===== src/rtl/fta_bus_pkg.sv =====
// FTA 64-bit command bus types shared by all bus-attached peripherals.
package fta_bus_pkg;

  typedef enum logic [2:0] {
    CLASSIC = 3'd0,
    FIXED   = 3'd1,
    INCR    = 3'd2,
    ERC     = 3'd7
  } fta_cycle_type_t;

  typedef logic [3:0]  fta_cid_t;
  typedef logic [12:0] fta_tid_t;
  typedef logic [31:0] fta_address_t;

  typedef struct packed {
    fta_cid_t        cid;
    fta_tid_t        tid;
    logic            we;
    fta_cycle_type_t cti;
    logic [7:0]      sel;
    fta_address_t    padr;
    logic [63:0]     dat;
  } fta_cmd_request64_t;

  typedef struct packed {
    fta_cid_t     cid;
    fta_tid_t     tid;
    logic [3:0]   pri;
    logic         ack;
    logic         err;
    logic         rty;
    fta_address_t adr;
    logic [63:0]  dat;
  } fta_cmd_response64_t;

endpackage


===== src/rtl/ledport_pwm_fta64_pkg.sv =====
// Register map for the LED port PWM peripheral.
package ledport_pwm_fta64_pkg;

  localparam logic [2:0] REG_LEDEN  = 3'd0;
  localparam logic [2:0] REG_MODE   = 3'd1;
  localparam logic [2:0] REG_BLINK  = 3'd2;
  localparam logic [2:0] REG_BRIGHT = 3'd3;
  localparam logic [2:0] REG_STATUS = 3'd4;

  function automatic logic reg_mapped(input logic [2:0] r);
    return r <= REG_STATUS;
  endfunction

endpackage


===== src/rtl/ledport_pwm_fta64_chan.sv =====
// One LED channel: gates enable, blink phase and PWM duty into a registered drive bit.
module ledport_pwm_chan (
  input  logic       clk,
  input  logic       rst,
  input  logic       en_i,
  input  logic       mode_i,
  input  logic [7:0] duty_i,
  input  logic       phase_i,
  input  logic [7:0] cnt_i,
  output logic       led_o
);

  logic led_q, led_d;

  // Duty 0xFF means fully on; otherwise lit while the count is below the duty.
  always_comb begin
    led_d = en_i & (mode_i ? phase_i : 1'b1) & ((duty_i == 8'hFF) | (cnt_i < duty_i));
  end

  always_ff @(posedge clk or negedge rst) begin
    if (!rst) led_q <= 1'b0;
    else      led_q <= led_d;
  end

  assign led_o = led_q;

endmodule


===== src/rtl/ledport_pwm_fta64.sv =====
// LED port with per-channel enable, blink and 8-bit PWM brightness on the FTA64 bus.
module ledport_pwm_fta64
  import fta_bus_pkg::*;
  import ledport_pwm_fta64_pkg::*;
#(
  parameter int          NLED      = 8,
  parameter int          PWM_DIV   = 16,
  parameter logic [31:0] BLINK_RST = 32'd25000000
) (
  input  logic                clk,
  input  logic                rst,
  input  logic                cs,
  input  fta_cmd_request64_t  req,
  output fta_cmd_response64_t resp,
  output logic [NLED-1:0]     led
);

  localparam logic [15:0] PRESC_MAX = 16'(PWM_DIV - 1);

  logic [NLED-1:0]       leden_q, leden_d, mode_q, mode_d;
  logic [NLED-1:0][7:0]  bright_q, bright_d;
  logic [31:0]           blink_q, blink_d, bcnt_q, bcnt_d, blink_lim;
  logic [15:0]           presc_q, presc_d;
  logic [7:0]            pwm_q, pwm_d;
  logic                  phase_q, phase_d;
  fta_cmd_response64_t   resp_q, resp_d;
  logic [2:0]            sel;
  logic                  wr, rd, mapped;
  logic [63:0]           rdata;
  logic                  unused_ok;

  assign sel    = req.padr[5:3];
  assign wr     = cs & req.we;
  assign rd     = cs & ~req.we;
  assign mapped = reg_mapped(sel);
  assign unused_ok = ^{req.sel, req.padr[31:6], req.padr[2:0], req.dat};

  always_comb begin
    leden_d  = leden_q;
    mode_d   = mode_q;
    bright_d = bright_q;
    blink_d  = blink_q;
    presc_d  = (presc_q == PRESC_MAX) ? 16'd0 : presc_q + 16'd1;
    pwm_d    = (presc_q == PRESC_MAX) ? pwm_q + 8'd1 : pwm_q;
    // A zero half-period behaves as one; >= keeps a shrunk period from running away.
    blink_lim = (blink_q == 32'd0) ? 32'd0 : blink_q - 32'd1;
    if (bcnt_q >= blink_lim) begin
      bcnt_d  = 32'd0;
      phase_d = ~phase_q;
    end else begin
      bcnt_d  = bcnt_q + 32'd1;
      phase_d = phase_q;
    end
    if (wr) begin
      case (sel)
        REG_LEDEN:  leden_d = req.dat[NLED-1:0];
        REG_MODE:   mode_d  = req.dat[NLED-1:0];
        REG_BLINK: begin
          blink_d = req.dat[31:0];
          bcnt_d  = 32'd0;
          phase_d = phase_q;
        end
        REG_BRIGHT: for (int i = 0; i < NLED; i++) bright_d[i] = req.dat[8*i +: 8];
        default: ;
      endcase
    end

    rdata = '0;
    case (sel)
      REG_LEDEN:  rdata[NLED-1:0] = leden_q;
      REG_MODE:   rdata[NLED-1:0] = mode_q;
      REG_BLINK:  rdata[31:0]     = blink_q;
      REG_BRIGHT: for (int i = 0; i < NLED; i++) rdata[8*i +: 8] = bright_q[i];
      REG_STATUS: begin
        rdata[0]    = phase_q;
        rdata[15:8] = pwm_q;
      end
      default: ;
    endcase

    resp_d     = '0;
    resp_d.cid = req.cid;
    resp_d.tid = req.tid;
    resp_d.adr = req.padr;
    resp_d.pri = 4'd7;
    // Unmapped accesses always answer with an error, regardless of cycle type.
    resp_d.ack = cs & (~req.we | (req.cti == ERC) | ~mapped);
    resp_d.err = cs & ~mapped;
    resp_d.dat = (rd & mapped) ? rdata : 64'd0;
  end

  always_ff @(posedge clk or negedge rst) begin
    if (!rst) begin
      leden_q  <= '0;
      mode_q   <= '0;
      bright_q <= '1;
      blink_q  <= BLINK_RST;
      bcnt_q   <= '0;
      presc_q  <= '0;
      pwm_q    <= '0;
      phase_q  <= 1'b0;
      resp_q   <= '0;
    end else begin
      leden_q  <= leden_d;
      mode_q   <= mode_d;
      bright_q <= bright_d;
      blink_q  <= blink_d;
      bcnt_q   <= bcnt_d;
      presc_q  <= presc_d;
      pwm_q    <= pwm_d;
      phase_q  <= phase_d;
      resp_q   <= resp_d;
    end
  end

  assign resp = resp_q;

  for (genvar g = 0; g < NLED; g++) begin : g_chan
    ledport_pwm_chan u_chan (
      .clk     (clk),
      .rst     (rst),
      .en_i    (leden_q[g]),
      .mode_i  (mode_q[g]),
      .duty_i  (bright_q[g]),
      .phase_i (phase_q),
      .cnt_i   (pwm_q),
      .led_o   (led[g])
    );
  end

endmodule


===== config.mk =====
export PLATFORM = sky130hd
export DESIGN_NAME = ledport_pwm_fta64
export DESIGN_NICKNAME = d
export VERILOG_FILES = /design/src/rtl/fta_bus_pkg.sv /design/src/rtl/ledport_pwm_fta64_pkg.sv /design/src/rtl/ledport_pwm_fta64_chan.sv /design/src/rtl/ledport_pwm_fta64.sv
export SDC_FILE = /design/constraint.sdc
export NUM_CORES = 1
export LEC_CHECK = 0
export ABC_AREA = 1
export BUFFER_PORTS_ARGS = -buffer_cell sky130_fd_sc_hd__buf_2
export CAP_MARGIN = 30
export CORE_MARGIN = 2
export CORE_UTILIZATION = 45
export DETAILED_ROUTE_END_ITERATION = 10
export PLACE_DENSITY = 0.76
export SETUP_SLACK_MARGIN = 0.5
export SYNTH_ARGS = -nofsm -noshare
export SYNTH_HDL_FRONTEND = slang
export SYNTH_SLANG_ARGS = --single-unit
export TNS_END_PERCENT = 10

===== constraint.sdc =====
create_clock -name clk -period 6.1 [get_ports clk]
set_input_delay 0.915 -clock clk [delete_from_list [all_inputs] [get_ports clk]]
set_output_delay 0.915 -clock clk [all_outputs]
set_load 0.005 [all_outputs]

-- Yosys cells after proc, flatten, opt, wreduce, memory -nomap -nowiden
Cells that the tools add are included.
- input bits: 128
- register bits: 293
- word-level logic and storage cells: 121
- multiplexer cells: 22
- order comparisons: 10
- equality and inequality tests: 15
- add/subtract/negate cells: 4
- reductions and logical operators: 6
- bitwise logic cells: 34
- operators with widths (cell ; count):
    two-way mux 32 bit ; 5
    equality test 8 bit (second input constant) ; 8
    < comparator 8 bit ; 8
    two-way mux 64 bit ; 1
    adder 32 x 1 -> 32 bit (second input constant) ; 1
    >= comparator 32 bit ; 1
    logical NOT 32 bit ; 1
    case mux 16 bit (2 select lines) ; 1
    subtractor 32 x 1 -> 32 bit (second input constant) ; 1
    case mux 7 bit (4 select lines) ; 1
    case mux 8 bit (3 select lines) ; 1
    AND 1 bit ; 21
    adder 16 x 1 -> 16 bit (second input constant) ; 1
    equality test 16 x 4 -> 1 bit (second input constant) ; 1
    two-way mux 16 bit ; 1
    two-way mux 1 bit ; 11
    bitwise OR 1 bit ; 10
    adder 8 x 1 -> 8 bit (second input constant) ; 1
    AND reduction 2 bit ; 4
    equality test 3 x 2 -> 1 bit (second input constant) ; 2
    equality test 3 bit (second input constant) ; 2
    case mux 1 bit (5 select lines) ; 1
    equality test 3 x 1 -> 1 bit (second input constant) ; 1
    less-or-equal comparator 3 bit (second input constant) ; 1
    3 further kinds ; 5

-- Logic depth before layout (Yosys ltp)
- word-level depth: 6
- gate-level depth with buffers: 22
- mapped depth without buffers: 22

-- Hierarchy
Synthesis repeated with hierarchy kept, for this count alone.
- cell total of the unflattened synthesis: 1693
- area total of the unflattened synthesis: 15040.7 um^2
- by module, submodules not included (module ; instances ; cells each ; area each (um^2)):
    ledport_pwm_fta64 ; 1 ; 1357 ; 12958.7
    ledport_pwm_chan ; 8 ; 42 ; 260.2

-- Worst setup path before layout
Ideal clock, no wire load.
- path kind: register -> register
- start point: register blink_q[0]
- end point: register bcnt_q[15]
- slack: 3.357 ns
- data arrival time: 2.623 ns
- path buffers: 2
- stages on the path, launching flop included: 20
- clock period less this slack: 2.743 ns
- data required time: 5.980 ns
- library setup time: 0.120 ns
- path through: dfrtp_1 > inv_1 > ha_1 > nand2_1 > nor3_2 > nand2_1 > a21oi_1 > o21ai_0 > ha_1 > nand2_1 > nor2_1 > nand2_1 > nor2_1 > nor2_1 > nand2_1 > nand2_1 > nand3_1 > buf_2 > buf_6 > nor2_1
- word-level cells in the longest chain between the ends: 6
- RTL lines (item ; line ; RTL):
    from (decl) ; ledport_pwm_fta64.sv:22 ; logic [31:0] blink_q, blink_d, bcnt_q, bcnt_d, blink_lim;
    from (signal assigned) ; ledport_pwm_fta64.sv:107 ; blink_q <= blink_d;
    subtractor 32 x 1 -> 32 bit / logical NOT 32 bit (equally long branches) ; ledport_pwm_fta64.sv:46 ; blink_lim = (blink_q == 32'd0) ? 32'd0 : blink_q - 32'd1;
    two-way mux 32 bit (*) ; ledport_pwm_fta64.sv:46 ;
    >= comparator 32 bit (*) ; ledport_pwm_fta64.sv:47 ; if (bcnt_q >= blink_lim) begin
    two-way mux 32 bit (*) ; ledport_pwm_fta64.sv:47 ;
    two-way mux 32 bit ; ledport_pwm_fta64.sv:55 ; case (sel)
    two-way mux 32 bit (*) ; ledport_pwm_fta64.sv:54 ; if (wr) begin
    net bcnt_d[15] ; ledport_pwm_fta64.sv:22 ;
    to (signal assigned) ; ledport_pwm_fta64.sv:108 ; bcnt_q <= bcnt_d;
    to (decl) ; ledport_pwm_fta64.sv:22 ;
Mark *: on every way through the listed nets, which the timed path passes. The rest lies on a longest branch.
A chain may end at the register's enable or synchronous reset.

-- Worst setup path in the final report
- start point: register blink_q[23]
- end point: register bcnt_q[30]
The elaborated chain is that of the path after synthesis.

==> impl_metrics.csv <==
group,metric,value,unit
final_layout,drive_gt1_share,21.82,%
clocking,cts_tree,"done",
clocking,cts.sinks,293,
global_routing,grtUsageTotal,22.27,%
synthesis,postSynthAreaPerCell,8.764,um2
die,coreArea,31640,um2
die,rows,65,
synthesis,syn_area,14530,um2
global_routing,grt_max_degree,150,
synthesis,synth_edf_count,0,
sta,fin_setup_tns,0,ns
setup_path,path_buf_inv,3,
die,boundaryPins,256,
global_routing,grt_use_met1,30.46,%
synthesis,synth_top_family_by_area,"simple AND/OR/NAND/NOR gates",
sta,hold_violations,0,
pwr,p_sw_share,30.41,%
sta,rsz0062_at_grt,"false",
synthesis,synth_compound_area_share,9.705,%
synthesis,synth_cells,1658,
drt,vias,12170,
placed_design,placed_area,16050,um2
synthesis,synth_area_leader_cell,"dfrtp_1",
global_routing,grt_pass1_vias,11820,
run_status,status,"finished, final reports clean",
pwr,power.leakage,8.811,nW
setup_path,crit_fanout,16,
placed_design,hpwl,27360,um
synthesis,synthMuxAreaShare,0,%
drt,wire_per_inst,16.39,um
placed_design,portBuffers,245,
clocking,cts_resized,0,
drt,drt_iter0_drc,1081,
clocking,cts_buffers,30,
sta,max_slew_margin,28.03,%
clocking,clock_path_buffers,3,
sta,setup_viol,0,
sta,fmax,260.2,MHz
sta,period_needed,3.843,ns
setup_path,critical_path_arrival,4.34,ns
clocking,clock_latency,0.58,ns
global_routing,met2_usage,35.83,%
clocking,ctsHtreeMaxLevel,1,
synthesis,seq_area_frac_synth,51.12,%
global_routing,grtUsageMet3,4.180,%
synthesis,synth-xor-area-share,2.592,%
clocking,root_buffer,"clkbuf_16",
synthesis,yosys.area_share.simple,21.13,%
pwr,power.switching,1.607,mW
global_routing,grt.busiest_layer,"met2",
setup_path,start_kind,"flip-flop",
drt,ant_nets,0,
sta,tightest_slew,1.080,ns
final_layout,fin_nets,2108,
job,drv_cap,0,
setup_path,cp_cell_sequence,"nor2_1 > nand2_1 > nor2_1 > nand3_1 > nor2_1 > inv_1 > o211ai_1 > ha_1 > nand2_1 > inv_1 > nand2_1 > nand2_1 > nand2_1 > nand2_1 > nor2_1 > nand2_1 > nand2_1 > nand3_1 > buf_8 > a21oi_1",
hold_path,min_path_type,"in2reg",
synthesis,ys.flop_type,"dfrtp_1",
drt,viasPerCell,5.254,
drt,dr.pass1.iters,6,
die,die_area,33740,um2
synthesis,yosysWarnings,0,
synthesis,yosys.cell_count.top_type,"nand2_1",
sta,skew,0.02360,ns
sta,finalMaxSlewViolations,0,
pwr,powerDensity,309.1,nW/um2
die,die_h,183.7,um
clocking,clkTransAtPathRegs,0.07,ns
synthesis,synth.area.top_cells,"dfrtp_1 (37%), dfstp_2 (14%), nand2_1 (8.5%), ha_1 (8.0%), inv_1 (5.1%)",
setup_path,cp-end-kind,"flip-flop",
drt,drc,0,
placed_design,gp_congestion,0.9247,
setup_path,slowest_delay,0.46,ns
synthesis,ys_async_sr_fraction,100.0,%
setup_path,cp.required,6.59,ns
clocking,ctsHoldBuffers,0,
global_routing,antenna_found_initial,3,
pwr,peakVddDrop,0.2472,mV
synthesis,synth-seq-cells,293,
die,die_x,183.7,um
setup_path,cpMostUsedCell,"nand2_1",
synthesis,synthAdderAreaFrac,8.008,%
final_layout,syn_to_final_growth,17.65,%
setup_path,crit_type,"reg2reg",
sta,whs,0.4387,ns
clocking,cts_setup_buffers,0,
sta,timing.final.crit_share,63.00,%
global_routing,overflow,0,
synthesis,ys_types,44,
drt,routed_wl,37950,um
synthesis,synth_top_area_share,37.37,%
pwr,seqPwrFrac,45.6,%
final_layout,design_area,17100,um2
setup_path,cp_top_family,"simple AND/OR/NAND/NOR gates",
pwr,pwr-share-comb,18.9,%
pwr,p_int,3.678,mW
setup_path,crit_path_top_delay_cell,"dfrtp_1",
sta,setup_ws,2.257,ns
pwr,p_clk_share,35.5,%
synthesis,ys_top_cells_by_count,"nand2_1 (329), dfrtp_1 (217), inv_1 (196)",
die,start_util,45.93,%
placed_design,place_ws,2.180,ns
global_routing,grt_pass1_wl,60440,um
cell type report:
type	instances	area, um2
Antenna cell	3	7.507
Clock buffer	43	910.9
Clock inverter	13	128.9
Fill cell	2821	14540
Inverter	205	769.5
Multi-Input combinational cell	1106	6047
Sequential cell	293	7427
Tap cell	402	503.0
Timing Repair Buffer	251	1301
layer usage:
metal,wire length (um),up-vias
li1,-,5855
met1,16370,5763
met2,17560,480
met3,3002,71
met4,1027,0
met5,0,-
cell usage in the layout, fill, tap and decap left out, drive strengths merged, types with 3 or more instances in the layout:
master,Yosys,layout
clkbuf,17,43
or2,4,4
xnor2,11,11
a221oi,9,9
nor4,27,27
xor2,32,32
o21a,10,10
clkinv,2,12
o21ai,100,100
nor2,201,201
inv,203,204
dfstp,76,76
nand2,331,331
nand3,50,50
a21oi,125,125
diode,0,3
buf,38,251
o22ai,15,15
nand4,24,24
nor3,62,62
ha,93,93
conb,2,3
dfrtp,217,217
power groups by stage:
stage / Combinational (mW) / Clock (mW) / Sequential, mW
after CTS: 0.997 / 1.92 / 2.41
after global routing: 1.15 / 2.01 / 2.44
after floorplan: 0.682 / 0 / 2.39
after global placement: 0.944 / 0 / 2.43
after detailed placement: 0.989 / 0 / 2.44
final: 0.997 / 1.88 / 2.41
logic make-up (layout without fill, tap and decap cells):
group,after synthesis,count (layout)
flops,293,293
xor+xnor,43,43
other cells,2,6
fa+ha+maj,93,93
compound gates,264,264
simple gates,703,703
buf+inv,260,512
per-stage QoR:
stage          power, mW  std cells  util [%]
4_1_cts            5.325       2313     54.01
3_3_place_gp       3.376       2256     50.68
2_1_floorplan      3.074       1659         -
6_report           5.285       2316     54.04
3_5_place_dp       3.431       2257     50.73
5_1_grt            5.591       2316     54.04
worst paths after layout:
| check | start | to | slack [ns] | depth (start not counted) |
|---|---|---|---|---|
| min reg2reg | bcnt_q[0] | bcnt_q[0] | 0.46 | 1 |
| max in group asynchronous | rst | bcnt_q[18] | 4.16 | 2 |
| min in group asynchronous | rst | bcnt_q[2] | 0.52 | 1 |
| max reg2reg | blink_q[23] | bcnt_q[30] | 2.26 | 20 |
| max | blink_q[23] | bcnt_q[30] | 2.26 | 20 |
| min | req[76] | resp[76] | 0.44 | 1 |
registers in the layout (all words and copies together), names as in the netlist:
signal and count:
bcnt_q 32, blink_q 32, bright_q 64, g_chan.u_chan.led_o 8, leden_q 8, mode_q 8, phase_q 1, presc_q 16
pwm_q 8, resp 116
(Power assumes the default switching activity.)
